[src/rtl/fp_sqrt_pkg.sv]
// Shared types and width/bias helpers for the iterative floating-point square root.
package fp_sqrt_pkg;

  typedef enum logic [2:0] {S_IDLE, S_NORM, S_ITER, S_ROUND, S_FIN} state_e;

  typedef struct packed {
    logic nan;
    logic pinf;
    logic ninf;
    logic zero;
  } flags_t;

  function automatic int bias_f(input int exp_w);
    return (1 << (exp_w - 1)) - 1;
  endfunction

  function automatic int width_f(input int exp_w, input int man_w);
    return 1 + exp_w + man_w;
  endfunction

  function automatic int cnt_w_f(input int man_w);
    return $clog2(man_w + 3);
  endfunction

  // Sign, all-ones exponent and mantissa MSB set; caller truncates to its width.
  function automatic logic [63:0] qnan_f(input int exp_w, input int man_w);
    return ((64'd1 << (exp_w + 2)) - 64'd1) << (man_w - 1);
  endfunction

endpackage

[src/rtl/fp_classify.sv]
// Combinational operand class decode: sign, zero, subnormal, normal, infinity, NaN.
module fp_classify
  import fp_sqrt_pkg::*;
#(
  parameter int EXP_W = 5,
  parameter int MAN_W = 10
) (
  input  logic [EXP_W+MAN_W:0] in_i,
  output logic                 sign_o,
  output logic                 zero_o,
  output logic                 sub_o,
  output logic                 norm_o,
  output logic                 inf_o,
  output logic                 nan_o
);
  localparam int W = width_f(EXP_W, MAN_W);

  logic ex_zero, ex_ones, man_zero;

  assign ex_zero  = (in_i[W-2:MAN_W] == '0);
  assign ex_ones  = (in_i[W-2:MAN_W] == '1);
  assign man_zero = (in_i[MAN_W-1:0] == '0);

  assign sign_o = in_i[W-1];
  assign zero_o = ex_zero & man_zero;
  assign sub_o  = ex_zero & ~man_zero;
  assign inf_o  = ex_ones & man_zero;
  assign nan_o  = ex_ones & ~man_zero;
  assign norm_o = ~ex_zero & ~ex_ones;

endmodule

[src/rtl/fp_sqrt_n.sv]
// Multi-cycle square root: subnormal pre-normalisation, restoring recurrence
// (one root bit per cycle), then round-to-nearest-even.
module fp_sqrt_n
  import fp_sqrt_pkg::*;
#(
  parameter int EXP_W = 5,
  parameter int MAN_W = 10
) (
  input  logic               CLK,
  input  logic               RESET,
  input  logic               START,
  input  logic [EXP_W+MAN_W:0] IN_DATA,
  output logic               BUSY,
  output logic               DONE,
  output logic [EXP_W+MAN_W:0] OUT_DATA,
  output logic               IS_NAN,
  output logic               IS_PINF,
  output logic               IS_NINF,
  output logic               IS_ZERO
);
  localparam int W  = width_f(EXP_W, MAN_W);
  localparam int N  = MAN_W + 2;
  localparam int RW = MAN_W + 4;
  localparam int CW = cnt_w_f(MAN_W);
  localparam int EW = EXP_W + 7;
  localparam int B  = bias_f(EXP_W);
  localparam logic [W-1:0] QNAN = W'(qnan_f(EXP_W, MAN_W));
  localparam logic [W-1:0] QBIT = W'(1) << (MAN_W - 1);

  function automatic logic [MAN_W+1:0] radicand_f(input logic [MAN_W:0] m, input logic odd);
    return odd ? {m, 1'b0} : {1'b0, m};
  endfunction

  function automatic logic [W-1:0] round_f(input logic [N-2:0] q, input logic sticky,
                                           input logic [EXP_W-1:0] ex);
    logic       up;
    logic [MAN_W:0] m;
    up = q[0] & (sticky | q[1]);
    m  = {1'b0, q[N-2:1]} + {{MAN_W{1'b0}}, up};
    return {1'b0, ex + {{(EXP_W-1){1'b0}}, m[MAN_W]}, m[MAN_W-1:0]};
  endfunction

  state_e                state_q, state_d;
  logic [MAN_W+1:0]      r_q, r_d;
  logic signed [EW-1:0]  e_q, e_d, e_ld;
  logic [RW-1:0]         rem_q, rem_d, rem_sh, trial;
  logic [N-1:0]          root_q, root_d;
  logic [CW-1:0]         cnt_q, cnt_d;
  logic [W-1:0]          out_q, out_d, sp_out;
  flags_t                flg_q, flg_d, sp_flg;
  logic                  cls_sign, cls_zero, cls_sub, cls_norm, cls_inf, cls_nan;
  logic                  special, ge;
  logic [MAN_W:0]        mant_sh;
  logic [EXP_W-1:0]      ex_res;

  fp_classify #(.EXP_W(EXP_W), .MAN_W(MAN_W)) u_cls (
    .in_i  (IN_DATA),
    .sign_o(cls_sign),
    .zero_o(cls_zero),
    .sub_o (cls_sub),
    .norm_o(cls_norm),
    .inf_o (cls_inf),
    .nan_o (cls_nan)
  );

  assign special = cls_nan | cls_zero | cls_sign | cls_inf;
  assign e_ld    = $signed({{(EW-EXP_W){1'b0}}, IN_DATA[W-2:MAN_W]}) - EW'(B);
  assign mant_sh = {r_q[MAN_W-1:0], 1'b0};
  // Arithmetic shift gives floor(e/2) for negative exponents as well.
  assign ex_res  = EXP_W'((e_q >>> 1) + EW'(B));
  assign rem_sh  = {rem_q[RW-3:0], r_q[MAN_W+1:MAN_W]};
  assign trial   = {root_q, 2'b01};
  assign ge      = (rem_sh >= trial);

  always_comb begin
    sp_out = IN_DATA;
    sp_flg = '0;
    if (cls_nan) begin
      sp_out     = IN_DATA | QBIT;
      sp_flg.nan = 1'b1;
    end else if (cls_zero) begin
      sp_flg.zero = 1'b1;
    end else if (cls_sign) begin
      sp_out      = QNAN;
      sp_flg.nan  = 1'b1;
      sp_flg.ninf = cls_inf;
    end else if (cls_inf) begin
      sp_flg.pinf = 1'b1;
    end
  end

  always_ff @(posedge CLK) begin
    if (RESET) state_q <= S_IDLE;
    else       state_q <= state_d;
  end

  always_comb begin
    state_d = state_q;
    case (state_q)
      S_IDLE:  if (START) state_d = special ? S_FIN : (cls_norm ? S_ITER : S_NORM);
      S_NORM:  if (mant_sh[MAN_W]) state_d = S_ITER;
      S_ITER:  if (cnt_q == CW'(MAN_W + 1)) state_d = S_ROUND;
      S_ROUND: state_d = S_FIN;
      S_FIN:   state_d = S_IDLE;
      default: state_d = S_IDLE;
    endcase
  end

  always_comb begin
    BUSY = (state_q != S_IDLE);
    DONE = (state_q == S_FIN);
  end

  always_comb begin
    r_d    = r_q;
    e_d    = e_q;
    rem_d  = rem_q;
    root_d = root_q;
    cnt_d  = cnt_q;
    out_d  = out_q;
    flg_d  = flg_q;
    case (state_q)
      S_IDLE: if (START) begin
        rem_d  = '0;
        root_d = '0;
        cnt_d  = '0;
        if (special) begin
          out_d = sp_out;
          flg_d = sp_flg;
        end else if (cls_sub) begin
          r_d = {2'b00, IN_DATA[MAN_W-1:0]};
          e_d = EW'(1 - B);
        end else begin
          r_d = radicand_f({1'b1, IN_DATA[MAN_W-1:0]}, e_ld[0]);
          e_d = e_ld;
        end
      end
      S_NORM: begin
        e_d = e_q - EW'(1);
        r_d = mant_sh[MAN_W] ? radicand_f(mant_sh, e_d[0]) : {1'b0, mant_sh};
      end
      S_ITER: begin
        r_d    = r_q << 2;
        rem_d  = ge ? rem_sh - trial : rem_sh;
        root_d = {root_q[N-2:0], ge};
        cnt_d  = cnt_q + CW'(1);
      end
      S_ROUND: begin
        out_d = round_f(root_q[N-2:0], |rem_q, ex_res);
        flg_d = '0;
      end
      default: ;
    endcase
  end

  always_ff @(posedge CLK) begin
    if (RESET) begin
      r_q    <= '0;
      e_q    <= '0;
      rem_q  <= '0;
      root_q <= '0;
      cnt_q  <= '0;
      out_q  <= '0;
      flg_q  <= '0;
    end else begin
      r_q    <= r_d;
      e_q    <= e_d;
      rem_q  <= rem_d;
      root_q <= root_d;
      cnt_q  <= cnt_d;
      out_q  <= out_d;
      flg_q  <= flg_d;
    end
  end

  assign OUT_DATA = out_q;
  assign IS_NAN   = flg_q.nan;
  assign IS_PINF  = flg_q.pinf;
  assign IS_NINF  = flg_q.ninf;
  assign IS_ZERO  = flg_q.zero;

endmodule

[config.mk]
export PLATFORM = sky130hd
export DESIGN_NAME = fp_sqrt_n
export DESIGN_NICKNAME = d
export VERILOG_FILES = /design/src/rtl/fp_sqrt_pkg.sv /design/src/rtl/fp_classify.sv /design/src/rtl/fp_sqrt_n.sv
export SDC_FILE = /design/constraint.sdc
export NUM_CORES = 1
export LEC_CHECK = 0
export BUFFER_PORTS_ARGS = -buffer_cell sky130_fd_sc_hd__buf_2
export CORE_MARGIN = 5
export CORE_UTILIZATION = 50
export DETAILED_ROUTE_END_ITERATION = 6
export PLACE_DENSITY_LB_ADDON = 0.1
export SYNTH_ARGS = -nofsm -noshare
export SYNTH_HDL_FRONTEND = slang
export SYNTH_SLANG_ARGS = --single-unit
[constraint.sdc]
create_clock -name CLK -period 3.4 [get_ports CLK]
set_input_delay 0.85 -clock CLK [delete_from_list [all_inputs] [get_ports CLK]]
set_output_delay 0.85 -clock CLK [all_outputs]
set_load 0.01 [all_outputs]
# --- Word level (Yosys, flattened, before mapping) ---
# Cells that the tools add are included.
op_classes:
  magnitude_cmp: 1
  reduce_logical: 14
  n_bitwise: 13
  n_eq_ne: 11
  n_mux: 41
  add_sub_neg: 7
op_table:
  columns: ["op", "count"]
  rows:
  - ["12-bit two-way mux", 10]
  - ["16-bit two-way mux", 5]
  - ["12-bit case mux with 2 select lines", 2]
  - ["12-bit case mux with 3 select lines", 1]
  - ["16-bit case mux with 2 select lines", 1]
  - ["14-bit two-way mux", 2]
  - ["14-bit case mux with 2 select lines", 1]
  - ["3-bit two-way mux", 6]
  - ["4-bit case mux with 2 select lines", 2]
  - ["14-bit greater-or-equal comparator", 1]
  - ["14-bit OR reduction", 1]
  - ["14-bit subtractor", 1]
  - ["4-bit two-way mux", 3]
  - ["3-bit case mux with 4 select lines", 1]
  - ["3-bit AND reduction", 4]
  - ["12-bit by 2-bit subtractor with 12-bit output, second input constant", 1]
  - ["10-bit by 1-bit adder with 11-bit output", 1]
  - ["10-bit zero test", 1]
  - ["2-bit != test, second input constant", 5]
  - ["1-bit AND", 6]
  - ["3-bit by 2-bit equality test with 1-bit output, second input constant", 2]
  - ["1-bit two-way mux", 6]
  - ["2-bit nonzero test", 3]
  - ["3-bit nonzero test", 2]
  - ["other kinds (14)", 19]
totals:
  ff_bits: 77

# --- Logic depth before layout (Yosys ltp) ---
# Gate-level depths: netlist of the first run.
depth:
  depth_word: 9
  depth_mapped: 13
  depth_no_buf: 13

# --- Modules after synthesis ---
# Synthesis of the first run repeated with hierarchy kept, for this count alone.
unflattened:
  cells_unflattened: 538
  area_unflattened_um2: 4286.6
by_module_without_submodules:
  columns: ["module", "area_per_inst_um2", "seq_area_each_um2", "instances", "cells_each"]
  rows:
  - ["fp_sqrt_n", 4195.3, 1421.4, 1, 521]
  - ["fp_classify", 91.3, 0.0, 1, 17]

# --- Least setup slack after synthesis of the first run ---
# Ideal clock, no wire load.
synth_path:
  kind: "input -> register"
  start: "input port IN_DATA[10]"
  end: "register out_q[6] (netlist: OUT_DATA[6])"
  path_buffers: 3
  slack_ps: 500
  cell_stages: 11
  arrival_time_ps: 2768
  setup_ps: 132
  required_time_ps: 3268
  path_cell_list: "clkbuf_1 -> inv_1 -> ha_1 -> or4b_1 -> buf_2 -> nand4b_4 -> a21oi_4 -> nor2_2 -> buf_2 -> a221oi_1 -> nor3_1"
synth_via:
  elab_chain_len: 7
  word_cells_on_any_way: 15
synth_lines:
  columns: ["item", "line_no", "rtl"]
  rows:
  - ["start: declaration", "fp_sqrt_n.sv:12", "input logic [EXP_W+MAN_W:0] IN_DATA,"]
  - ["5-bit equality test / 5-bit zero test (equally long branches)", "fp_classify.sv:21, fp_classify.sv:20", null]
  - ["1-bit AND, on equally long branches", "fp_classify.sv:28, fp_classify.sv:25", null]
  - ["1-bit bitwise OR / 16-bit two-way mux (equally long branches)", "fp_sqrt_n.sv:66, fp_sqrt_n.sv:81", null]
  - ["1-bit bitwise OR / 16-bit two-way mux (equally long branches)", "fp_sqrt_n.sv:66, fp_sqrt_n.sv:78", null]
  - ["1-bit bitwise OR / 16-bit two-way mux (equally long branches)", "fp_sqrt_n.sv:66, fp_sqrt_n.sv:127", null]
  - ["2-bit != test (no source line) / 16-bit two-way mux (equally long branches)", null, null]
  - ["3-bit AND reduction (no source line) / 16-bit case mux with 2 select lines (equally long branches)", null, null]
  - ["end signal: assignment", "fp_sqrt_n.sv:171", "out_q <= out_d;"]
  - ["end: declaration", "fp_sqrt_n.sv:49", "logic [W-1:0] out_q, out_d, sp_out;"]
# Several ways; a longest one is shown, not always the timed one. The select of a mux whose other input is x is not followed.
# A chain may end at the register's enable or synchronous reset.

# --- Worst setup path in the final report of the first run ---
layout_path:
  start: "input port IN_DATA[10]"
  end: "register out_q[3] (netlist: OUT_DATA[3])"
# Same word-level chain as after synthesis.

==> results of run 1 <==
[synth_stat cells, types with 11 or more instances]
master | instances | area share
sky130_fd_sc_hd__clkbuf_1 | 20 | 0.018
sky130_fd_sc_hd__nand2_1 | 47 | 0.042
sky130_fd_sc_hd__mux2i_1 | 13 | 0.031
sky130_fd_sc_hd__a22oi_1 | 14 | 0.025
sky130_fd_sc_hd__dfxtp_1 | 71 | 0.33
sky130_fd_sc_hd__xor2_1 | 11 | 0.023
sky130_fd_sc_hd__o21ai_0 | 28 | 0.033
sky130_fd_sc_hd__nand3_1 | 12 | 0.014
sky130_fd_sc_hd__a311oi_1 | 11 | 0.023
sky130_fd_sc_hd__inv_1 | 22 | 0.019
sky130_fd_sc_hd__ha_1 | 22 | 0.065
sky130_fd_sc_hd__a21oi_1 | 27 | 0.032
sky130_fd_sc_hd__nor3_1 | 19 | 0.022
sky130_fd_sc_hd__xnor2_1 | 14 | 0.029
sky130_fd_sc_hd__nor2_1 | 69 | 0.061
[sequential cells by signal, indices dropped and copies added, names as in the netlist]
name and count:
IS_ZERO 1, IS_PINF 1, e_q 6, state_q 3, IS_NINF 1, root_q 12
r_q 12, OUT_DATA 16, cnt_q 4, IS_NAN 1, rem_q 14
[cell type report]
cell class | instances | area (um2)
fill | 780 | 3460
clock inverter | 5 | 81.3
inverter | 22 | 82.6
tap | 105 | 131
multi-input combinational | 407 | 2630
timing repair buffer | 54 | 305
clock buffer | 11 | 141
sequential | 71 | 1420
[logic make-up (layout without fill, tap and decap cells)]
kind of cell | Yosys count | count (layout) | share of synthesized area
multiplexers | 13 | 13 | 0.0306
flip-flops | 71 | 71 | 0.335
adder cells (fa/ha/maj) | 22 | 22 | 0.0648
buffers and inverters | 49 | 92 | 0.0454
AND/OR/NAND/NOR | 193 | 193 | 0.215
XOR/XNOR | 25 | 25 | 0.0516
AO/OA/AOI/OAI | 154 | 154 | 0.258
[stage by stage]
stage | instance area, um2 | hold slack, ps
floorplan | 4250 | 442
global placement | 4570 | 444
detailed placement | 4570 | 446
CTS | 4800 | 456
global route | 4800 | 482
finish | 4800 | 452
[worst max path at each step]
stage,startpoint,to,slack (ps),cells after the start
detailed placement,IN_DATA[10],OUT_DATA[5],190,10
global route,root_q[6],rem_q[13],320,8
global placement,IN_DATA[10],OUT_DATA[5],310,10
finish,IN_DATA[10],OUT_DATA[3],500,10
floorplan,IN_DATA[10],OUT_DATA[6],500,11
CTS,IN_DATA[10],OUT_DATA[9],550,10
[cells in the final DEF, fill, tap and decap left out, drive strengths merged, types with 2 or more instances in the layout]
master and instances:
o32a 2, a221oi 10, inv 22, a2111oi 2, a222oi 9, a2bb2oi 6, mux2i 13, or3 3
o21a 2, nor2b 3, o22ai 4, o221ai 2, a21o 4, a211oi 10, nor4 6, nor3 20
and3 5, nand4 4, a41oi 2, nand3 12, xor2 11, clkinv 2, buf 54, bufinv 2
or2 2, a22oi 14, nand2 47, a21oi 30, ha 22, o21ai 28, clkbuf 11, and2 5
nand4b 2, nand2b 8, xnor2 14, a31oi 10, a311oi 11, dfxtp 71, nor2 72
[power by group through the flow]
stage / clock, W / sequential (W) / combinational, W
6_report: 0.000762 / 0.000934 / 0.000738
5_1_grt: 0.000814 / 0.000941 / 0.000813
3_3_place_gp: 0 / 0.000951 / 0.000717
4_1_cts: 0.000781 / 0.000932 / 0.000730
3_5_place_dp: 0 / 0.000952 / 0.000725
2_1_floorplan: 0 / 0.000939 / 0.000561
[worst max-delay path, delay by kind of cell]
family	cells	cell delay (ps)
buffers and inverters	3	480
AO/OA/AOI/OAI	1	280
AND/OR/NAND/NOR	5	1410
adder cells (fa/ha/maj)	1	140
[per-layer routing]
| layer | global-route usage | vias to the layer above | routed length [um] |
|---|---|---|---|
| li1 | - | 2037 | - |
| met1 | 0.352 | 1923 | 5690 |
| met2 | 0.321 | 151 | 5010 |
| met3 | 0.0451 | 17 | 876 |
| met4 | 0.0767 | 0 | 188 |
| met5 | 0 | - | 0 |
==> qor.tcl, run 1 <==
set qor(min_delay_path_class) {reg -> reg}
set qor(dpl_wire_length_um) 8660
set qor(boundaryPins) 41
set qor(maximum_resistive_drop_on_vdd_uv) 234
set qor(maxCapViolations) 0
set qor(design.core.area_um2) 8260
set qor(syn_inst) 527
set qor(global_route_wire_length_before_repair_um) 19000
set qor(cp_data_required_time_ps) 3670
set qor(drtAntennaViolNets) 0
set qor(share_comb_of_total_power) 0.303
set qor(antenna_found_initial) 0
set qor(die_x_um) 102
set qor(clkSlewWorstSetupHoldPaths_ps) 80
set qor(worst_slew_margin_rel) 0.308
set qor(cts_tree) {done}
set qor(vias_per_cell) 6.12
set qor(run_status) {completed}
set qor(finClkSkew_ps) 13.4
set qor(avgSynthCellArea_um2) 8.06
set qor(remaining_routing_drc_violations) 0
set qor(internal_pwr_total_w) 0.00164
set qor(pre_cts_ws_ps) 187
set qor(seqPwrFrac) 0.384
set qor(floorplan.die_area_um2) 10400
set qor(critical-path-max-stage-delay_ps) 560
set qor(setup_tns_ps) 0
set qor(cts_max_path_buffers) 2
set qor(crit_fanout) 10
set qor(p_per_cell_area_nw_per_um2) 507
set qor(floorplan.initialDensity) 0.514
set qor(synth.yosys.warnings) 0
set qor(gp_congestion) 0.952
set qor(worstRegToRegCells) 8
set qor(cp-start-kind) {input port}
set qor(async_reset_ff_frac) 0
set qor(synth_area_um2) 4250
set qor(timing.critical_path.cells) {buf_2 -> inv_1 -> ha_1 -> or4b_1 -> nand4b_4 -> a21oi_4 -> nand2b_1 -> buf_4 -> nor2_1 -> nor3_1}
set qor(period_share) 0.852
set qor(ys_ff_latch) 71
set qor(hold_path_depth) 2
set qor(cts_setup_buffers) 0
set qor(cts.repair.resized) 0
set qor(final_layout_size_suffix_gt1_frac) 0.140
set qor(clk_root_buffer_cell) {sky130_fd_sc_hd__clkbuf_8}
set qor(syn2layout_area_growth_pct) 12.9
set qor(worstMarginPinSlew_ps) 1040
set qor(dominantRegCellSynth) {sky130_fd_sc_hd__dfxtp_1}
set qor(netlist-cell-type-count) 56
set qor(antennaDiodeCount) 0
set qor(hold_viol_final) 0
set qor(postLayoutSetupSlackWorst_ps) 504
set qor(post-route-min-period_ps) 2900
set qor(totalPowerFinal_w) 0.00243
set qor(switching_share) 0.325
set qor(groute.usage.overall) 0.230
set qor(nets_in_the_synthesized_netlist) 568
set qor(fmaxAchievable_mhz) 345
set qor(floorplan.die.height_um) 102
set qor(number_of_global_route_vias_before_repair) 3729
set qor(timing.critical_path.to_type) {flip-flop}
set qor(worstHoldEndpoint) {OUT_DATA[12]}
set qor(worstSkewPairLatency_ps) 350
set qor(design.final.nets) 606
set qor(cts.sink_count) 71
set qor(average_detailed_routed_wire_length_per_instance_um) 17.4
set qor(globalRoute.totalOverflow) 0
set qor(worst_ep_arrival_ps) 3160
set qor(r2r-start) {root_q[6]}
set qor(finalCoreUtilization) 0.581
set qor(dr_total_vias) 4128
set qor(placedCellCount) 659
set qor(cts_htree_levels) 3
set qor(initialDrtViolationCount) 314
set qor(setup_viol) 0
set qor(grt_setup_unrepaired) {false}
set qor(final-max-slew-violation-count) 0
set qor(rows) 33
set qor(finalNonFillerCells) 675
set qor(synth-edff-count) 0
set qor(regToRegEndpoint) {rem_q[8]}
set qor(crit_slowest_cell) {sky130_fd_sc_hd__or4b_1}
set qor(grt_max_degree) 35
set qor(numCtsBuffers) 9
set qor(power.net_switching_w) 0.000791
set qor(placement.io_buffers) 40
set qor(leakage_nw) 1.95
set qor(min_from) {OUT_DATA[12]}
set qor(synth_sequential_area_ratio) 0.335
set qor(regToRegSetupSlack_ps) 510
set qor(worstSetupPathType) {in -> reg}
set qor(number_of_hold_buffers_added_after_cts) 0
set qor(drt-total-wl_um) 11800
set qor(power_frac_clock) 0.313
set qor(drt-pass1-iter-count) 6
Note: power is estimated with default switching activity, not from simulation.
==> inputs of run 2 (changes only) <==
Settings changed: CTS_CLUSTER_DIAMETER set to 200, MAX_ROUTING_LAYER set to met4.
Clock period 3.4 ns to 2.8 ns, I/O delays scaled along.
==> qor.tcl, run 2 (synthesis results as in run 1) <==
set qor(run_status) {complete, but fails checks}
set qor(violations_in_the_final_reports) {design-rule violations}
set qor(drt-total-wl_um) 11800 ;# about the same
set qor(fillers) 780 ;# unchanged
set qor(cts_htree_levels) 3 ;# unchanged
set qor(max_reg_flops) 16 ;# unchanged
set qor(maxCapViolations) 0 ;# unchanged
set qor(dpl_wire_length_um) 8850 ;# +2.1%
set qor(worst_slew_margin_rel) 0.540 ;# +0.233
set qor(gp_congestion) 0.914 ;# -4.0%
set qor(mostFrequentLayoutCell) {sky130_fd_sc_hd__dfxtp_1}
set qor(timing.critical_path.to_type) {flip-flop}
set qor(final-max-slew-violation-count) 0 ;# unchanged
set qor(grt_max_degree) 48 ;# +37%
set qor(clk_root_buffer_cell) {sky130_fd_sc_hd__clkbuf_8}
set qor(drt-pass1-iter-count) 7 ;# +1
set qor(crit_fanout) 16 ;# +6
set qor(setup_viol) 0 ;# unchanged
set qor(clkSlewWorstSetupHoldPaths_ps) 80 ;# about the same
set qor(number_of_global_route_vias_before_repair) 3862 ;# +3.6%
set qor(final_layout_size_suffix_gt1_frac) 0.164 ;# +0.0235
set qor(vias_per_cell) 6.13 ;# +0.31%
set qor(boundaryPins) 41 ;# unchanged
set qor(hold_viol_final) 0 ;# unchanged
set qor(global_route_wire_length_before_repair_um) 19100 ;# about the same
set qor(numCtsBuffers) 9 ;# unchanged
set qor(worstMarginPinSlew_ps) 684 ;# -355 ps
set qor(die_x_um) 102 ;# unchanged
set qor(design.core.area_um2) 8260 ;# unchanged
set qor(finClkSkew_ps) 12.6 ;# -0.804 ps
set qor(r2r-start) {root_q[7]}
set qor(fmaxAchievable_mhz) 394
set qor(design.final.nets) 622 ;# +2.6%
set qor(cts_tree) {done}
set qor(cts.sink_count) 71 ;# unchanged
set qor(remaining_routing_drc_violations) 8 ;# +8
set qor(maximum_resistive_drop_on_vdd_uv) 296 ;# +27%
set qor(dr_total_vias) 4239 ;# +2.7%
set qor(drtAntennaViolNets) 0 ;# unchanged
set qor(finalCoreUtilization) 0.595 ;# +0.0141
set qor(grt_setup_unrepaired) {false}
set qor(groute.usage.overall) 0.234 ;# +0.00399
set qor(antenna_found_initial) 0 ;# unchanged
set qor(worst_ep_arrival_ps) 2780 ;# -380 ps
set qor(cts_setup_buffers) 0 ;# unchanged
set qor(floorplan.die.height_um) 102 ;# unchanged
set qor(floorplan.initialDensity) 0.514 ;# unchanged
set qor(min_from) {OUT_DATA[13]}
set qor(average_detailed_routed_wire_length_per_instance_um) 17.0 ;# -2.3%
set qor(initialDrtViolationCount) 368 ;# +17%
set qor(layout_common_cells) {sky130_fd_sc_hd__dfxtp_1 (71), sky130_fd_sc_hd__nor2_1 (69), sky130_fd_sc_hd__nand2_1 (47)}
set qor(leakage_nw) 2.02 ;# +4.0%
set qor(cp-startpoint) {root_q[7]}
set qor(antennaDiodeCount) 0 ;# unchanged
set qor(setup_tns_ps) 0 ;# unchanged
set qor(cp-start-kind) {flip-flop}
set qor(syn2layout_area_growth_pct) 15.7
set qor(cts_max_path_buffers) 2 ;# unchanged
set qor(post-route-min-period_ps) 2540
set qor(globalRoute.totalOverflow) 0 ;# unchanged
set qor(cp_data_required_time_ps) 3040 ;# -630 ps
set qor(floorplan.die_area_um2) 10400 ;# unchanged
set qor(min_delay_path_class) {reg -> reg}
set qor(period_share) 0.907
set qor(pre_cts_ws_ps) 33.8 ;# -154 ps
set qor(postLayoutSetupSlackWorst_ps) 261 ;# -243 ps
set qor(placement.io_buffers) 40 ;# unchanged
set qor(worstSkewPairLatency_ps) 350 ;# about the same
set qor(worstSetupPathType) {reg -> reg}
set qor(rows) 33 ;# unchanged
set qor(p_per_cell_area_nw_per_um2) 587 ;# +16%
[run 2: cell type report]
type	instances	area [um2]	share of cell area
Clock inverter	5	57.6	0.0117
Clock buffer	11	141	0.0288
Timing Repair Buffer	70	438	0.0891
Tap cell	105	131	0.0267
Sequential cell	71	1420	0.289
Multi-Input combinational cell	407	2640	0.537
Inverter	22	82.6	0.0168
[run 2: final timing paths]
path,end,slack (ps),cells past startpoint
max,rem_q[1],260,8
min,OUT_DATA[13],460,2
max reg2reg,rem_q[1],260,8
min reg2reg,OUT_DATA[13],460,2
[run 2: timing repair]
item / in CTS / in global routing
endpoints found under the setup margin: 0 / 13
gates resized for setup: 0 / 1
endpoints found under the hold margin: 0 / 0
hold buffers: 0 / 0
[run 2: per-layer routing]
layer	GRT usage	part of all wire
met5	-	0
met4	0.0686	0.0099
met3	0.0341	0.069
met2	0.330	0.43
met1	0.346	0.49
[run 2: critical path: stages, from the launching register on]
cell and delay [ps]:
sky130_fd_sc_hd__dfxtp_1 380, sky130_fd_sc_hd__inv_1 110, sky130_fd_sc_hd__ha_1 360, sky130_fd_sc_hd__a21o_1 240
sky130_fd_sc_hd__a221o_1 330, sky130_fd_sc_hd__a211oi_1 380, sky130_fd_sc_hd__a21oi_4 240, sky130_fd_sc_hd__mux2i_1 170
sky130_fd_sc_hd__a22o_1 220
[run 2: power breakdown]
group          internal (W)  switching, W
logic              0.000415      0.000500
registers           0.00107     0.0000625
clock network      0.000436      0.000396
total               0.00192      0.000959
[run 2: metrics by stage]
stage	power (W)	cell area, um2	hold WS [ps]	cells
6_report	0.00288	4910	458	691
5_1_grt	0.00303	4910	485	691
4_1_cts	0.00288	4900	460	691
3_5_place_dp	0.00205	4710	449	675
3_3_place_gp	0.00204	4710	440	675
2_1_floorplan	0.00182	4250	442	527
==> inputs of run 3 (changes only) <==
Settings changed: CORE_UTILIZATION 50 to 40.
==> qor.tcl, run 3 (synthesis results as in run 1) <==
set qor(grt_max_degree) 33 ;# -31%
set qor(boundaryPins) 41 ;# unchanged
set qor(initialDrtViolationCount) 483 ;# +31%
set qor(run_status) {completed}
set qor(seq_area_um2) 1420 ;# unchanged
set qor(numCtsBuffers) 9 ;# unchanged
set qor(share_comb_of_total_power) 0.333 ;# +0.015
set qor(antenna_found_initial) 0 ;# unchanged
set qor(worstSkewPairLatency_ps) 350 ;# about the same
set qor(multiInputGateArea_um2) 2650 ;# +0.19%
set qor(remaining_routing_drc_violations) 0 ;# -8
set qor(floorplan.die.height_um) 113 ;# +11%
set qor(maxCapViolations) 0 ;# unchanged
set qor(gp_congestion) 0.882 ;# -3.5%
set qor(timing.critical_path.max_delay_family) {compound AO/OA/AOI/OAI gates}
set qor(placement.io_buffers) 40 ;# unchanged
set qor(cp_data_required_time_ps) 3040 ;# about the same
set qor(timing.critical_path.cells) {inv_1 -> ha_1 -> buf_4 -> a21o_1 -> a221o_1 -> a211oi_2 -> a21oi_4 -> mux2i_1 -> a22o_1}
set qor(die_x_um) 113 ;# +11%
set qor(dr_total_vias) 4222 ;# -0.40%
set qor(worst_slew_margin_rel) 0.538 ;# -0.00193
set qor(number_of_global_route_vias_before_repair) 3871 ;# +0.23%
set qor(dpl_wire_length_um) 9320 ;# +5.3%
set qor(design.core.area_um2) 10300 ;# +25%
set qor(seqPwrFrac) 0.405 ;# +0.012
set qor(cts_htree_levels) 3 ;# unchanged
set qor(maximum_resistive_drop_on_vdd_uv) 246 ;# -17%
set qor(timing.critical_path.to_type) {flip-flop}
set qor(finClkSkew_ps) 7.37 ;# -5.25 ps
set qor(cp_buf_inv_count) 2 ;# +1
set qor(cts_setup_buffers) 0 ;# unchanged
set qor(setup_tns_ps) 0 ;# unchanged
set qor(antennaDiodeCount) 0 ;# unchanged
set qor(drtAntennaViolNets) 0 ;# unchanged
set qor(internal_pwr_total_w) 0.00184 ;# -4.3%
set qor(critical-path-max-stage-delay_ps) 380 ;# about the same
set qor(worstSetupPathType) {reg -> reg}
set qor(final_layout_size_suffix_gt1_frac) 0.169 ;# +0.00538
set qor(drt-pass1-iter-count) 5 ;# -2
set qor(max_reg_flops) 16 ;# unchanged
set qor(cts_max_path_buffers) 2 ;# unchanged
set qor(drt-total-wl_um) 12300 ;# +4.6%
set qor(groute.usage.overall) 0.198 ;# -0.0367
set qor(power_frac_clock) 0.262 ;# -0.027
set qor(rows) 37 ;# +12%
set qor(leakage_nw) 2.04 ;# +0.76%
set qor(globalRoute.totalOverflow) 0 ;# unchanged
set qor(setup_viol) 0 ;# unchanged
set qor(design.final.nets) 627 ;# +0.80%
set qor(worstMarginPinSlew_ps) 687 ;# +2.88 ps
set qor(post-route-min-period_ps) 2540 ;# -1.46 ps
set qor(mostFrequentLayoutCell) {sky130_fd_sc_hd__dfxtp_1}
set qor(fillers) 1021 ;# +31%
set qor(worst_ep_arrival_ps) 2780 ;# about the same
set qor(floorplan.die_area_um2) 12800 ;# +22%
set qor(hold_viol_final) 0 ;# unchanged
set qor(layout_common_cells) {sky130_fd_sc_hd__dfxtp_1 (71), sky130_fd_sc_hd__nor2_1 (69), sky130_fd_sc_hd__nand2_1 (47)}
set qor(min_delay_path_class) {reg -> reg}
set qor(syn2layout_area_growth_pct) 17.1
set qor(crit_fanout) 16 ;# unchanged
set qor(cts_tree) {done}
set qor(final-max-slew-violation-count) 0 ;# unchanged
set qor(clk_root_buffer_cell) {sky130_fd_sc_hd__clkbuf_8}
set qor(power.net_switching_w) 0.000958 ;# -0.12%
set qor(switching_share) 0.342 ;# +0.00944
set qor(crit_slowest_cell) {sky130_fd_sc_hd__dfxtp_1}
set qor(cp-start-kind) {flip-flop}
set qor(fmaxAchievable_mhz) 394 ;# about the same
set qor(clkSlewWorstSetupHoldPaths_ps) 70 ;# about the same
set qor(grt_setup_unrepaired) {false}
set qor(floorplan.initialDensity) 0.411 ;# -0.103
set qor(average_detailed_routed_wire_length_per_instance_um) 16.9 ;# -0.55%
set qor(global_route_wire_length_before_repair_um) 19700 ;# +3.5%
set qor(p_per_cell_area_nw_per_um2) 563 ;# -4.1%
set qor(period_share) 0.906 ;# about the same
set qor(cts.sink_count) 71 ;# unchanged
set qor(finalCoreUtilization) 0.482 ;# -0.113
set qor(vias_per_cell) 5.81 ;# -5.3%
## run 3: cell count changes in the layout (fill, tap and decap cells not counted), sizes merged
cell / previous run / this run
buf: 70 / 75
bufinv: 1 / 0
clkbuf: 11 / 13
clkinv: 4 / 3
## run 3: per-layer routing
layer,GRT usage,part of all wire,vias to the layer above
met3,0.0497,0.061,20
met4,0.0481,0.014,0
met1,0.283,0.50,1981
li1,-,-,2084
met5,-,0,-
met2,0.278,0.42,137
## run 3: final timing paths
kind / start / endpoint / slack, ps / cells past startpoint
worst min-delay path: OUT_DATA[12] / OUT_DATA[12] / 460 / 2
worst min register to register: OUT_DATA[12] / OUT_DATA[12] / 460 / 2
worst max register to register: root_q[7] / rem_q[1] / 260 / 9
worst max-delay path: root_q[7] / rem_q[1] / 260 / 9
## run 3: power groups by stage
stage / Sequential (W) / Clock, W / Combinational [W]
after floorplan: 0.00114 / 0 / 0.000681
after global placement: 0.00115 / 0 / 0.000906
after detailed placement: 0.00116 / 0 / 0.000908
after CTS: 0.00113 / 0.000755 / 0.000915
after global routing: 0.00114 / 0.000798 / 0.00103
final: 0.00113 / 0.000732 / 0.000933
## run 3: final cells by class
type	instances	share of cell area
multi-input cells	407	0.532
flip-flops and latches	71	0.286
repair buffers	75	0.0981
well taps	136	0.0342
clock buffers	13	0.0299
inverters	22	0.0166
clock inverters	3	0.00377
## run 3: through the flow
stage	cells	cell area, um2	hold WS (ps)	power [W]	setup slack [ps]
6_report	727	4970	459	0.00280	263
5_1_grt	727	4970	492	0.00297	34.9
4_1_cts	727	4960	466	0.00280	23.1
3_5_place_dp	711	4790	458	0.00206	35.7
3_3_place_gp	711	4790	451	0.00206	56.9
2_1_floorplan	527	4250	442	0.00182	50.2
## run 3: worst register-to-register path: stages, from the launching register on
cell and delay, ps:
sky130_fd_sc_hd__dfxtp_1 380, sky130_fd_sc_hd__inv_1 110, sky130_fd_sc_hd__ha_1 350, sky130_fd_sc_hd__buf_4 160, sky130_fd_sc_hd__a21o_1 200, sky130_fd_sc_hd__a221o_1 350, sky130_fd_sc_hd__a211oi_2 290, sky130_fd_sc_hd__a21oi_4 220
sky130_fd_sc_hd__mux2i_1 170, sky130_fd_sc_hd__a22o_1 220
## run 3: what timing repair did
action / in CTS / in global routing
endpoints found under the setup margin: 0 / 15
gates resized for setup: 0 / 2
hold buffers: 0 / 0
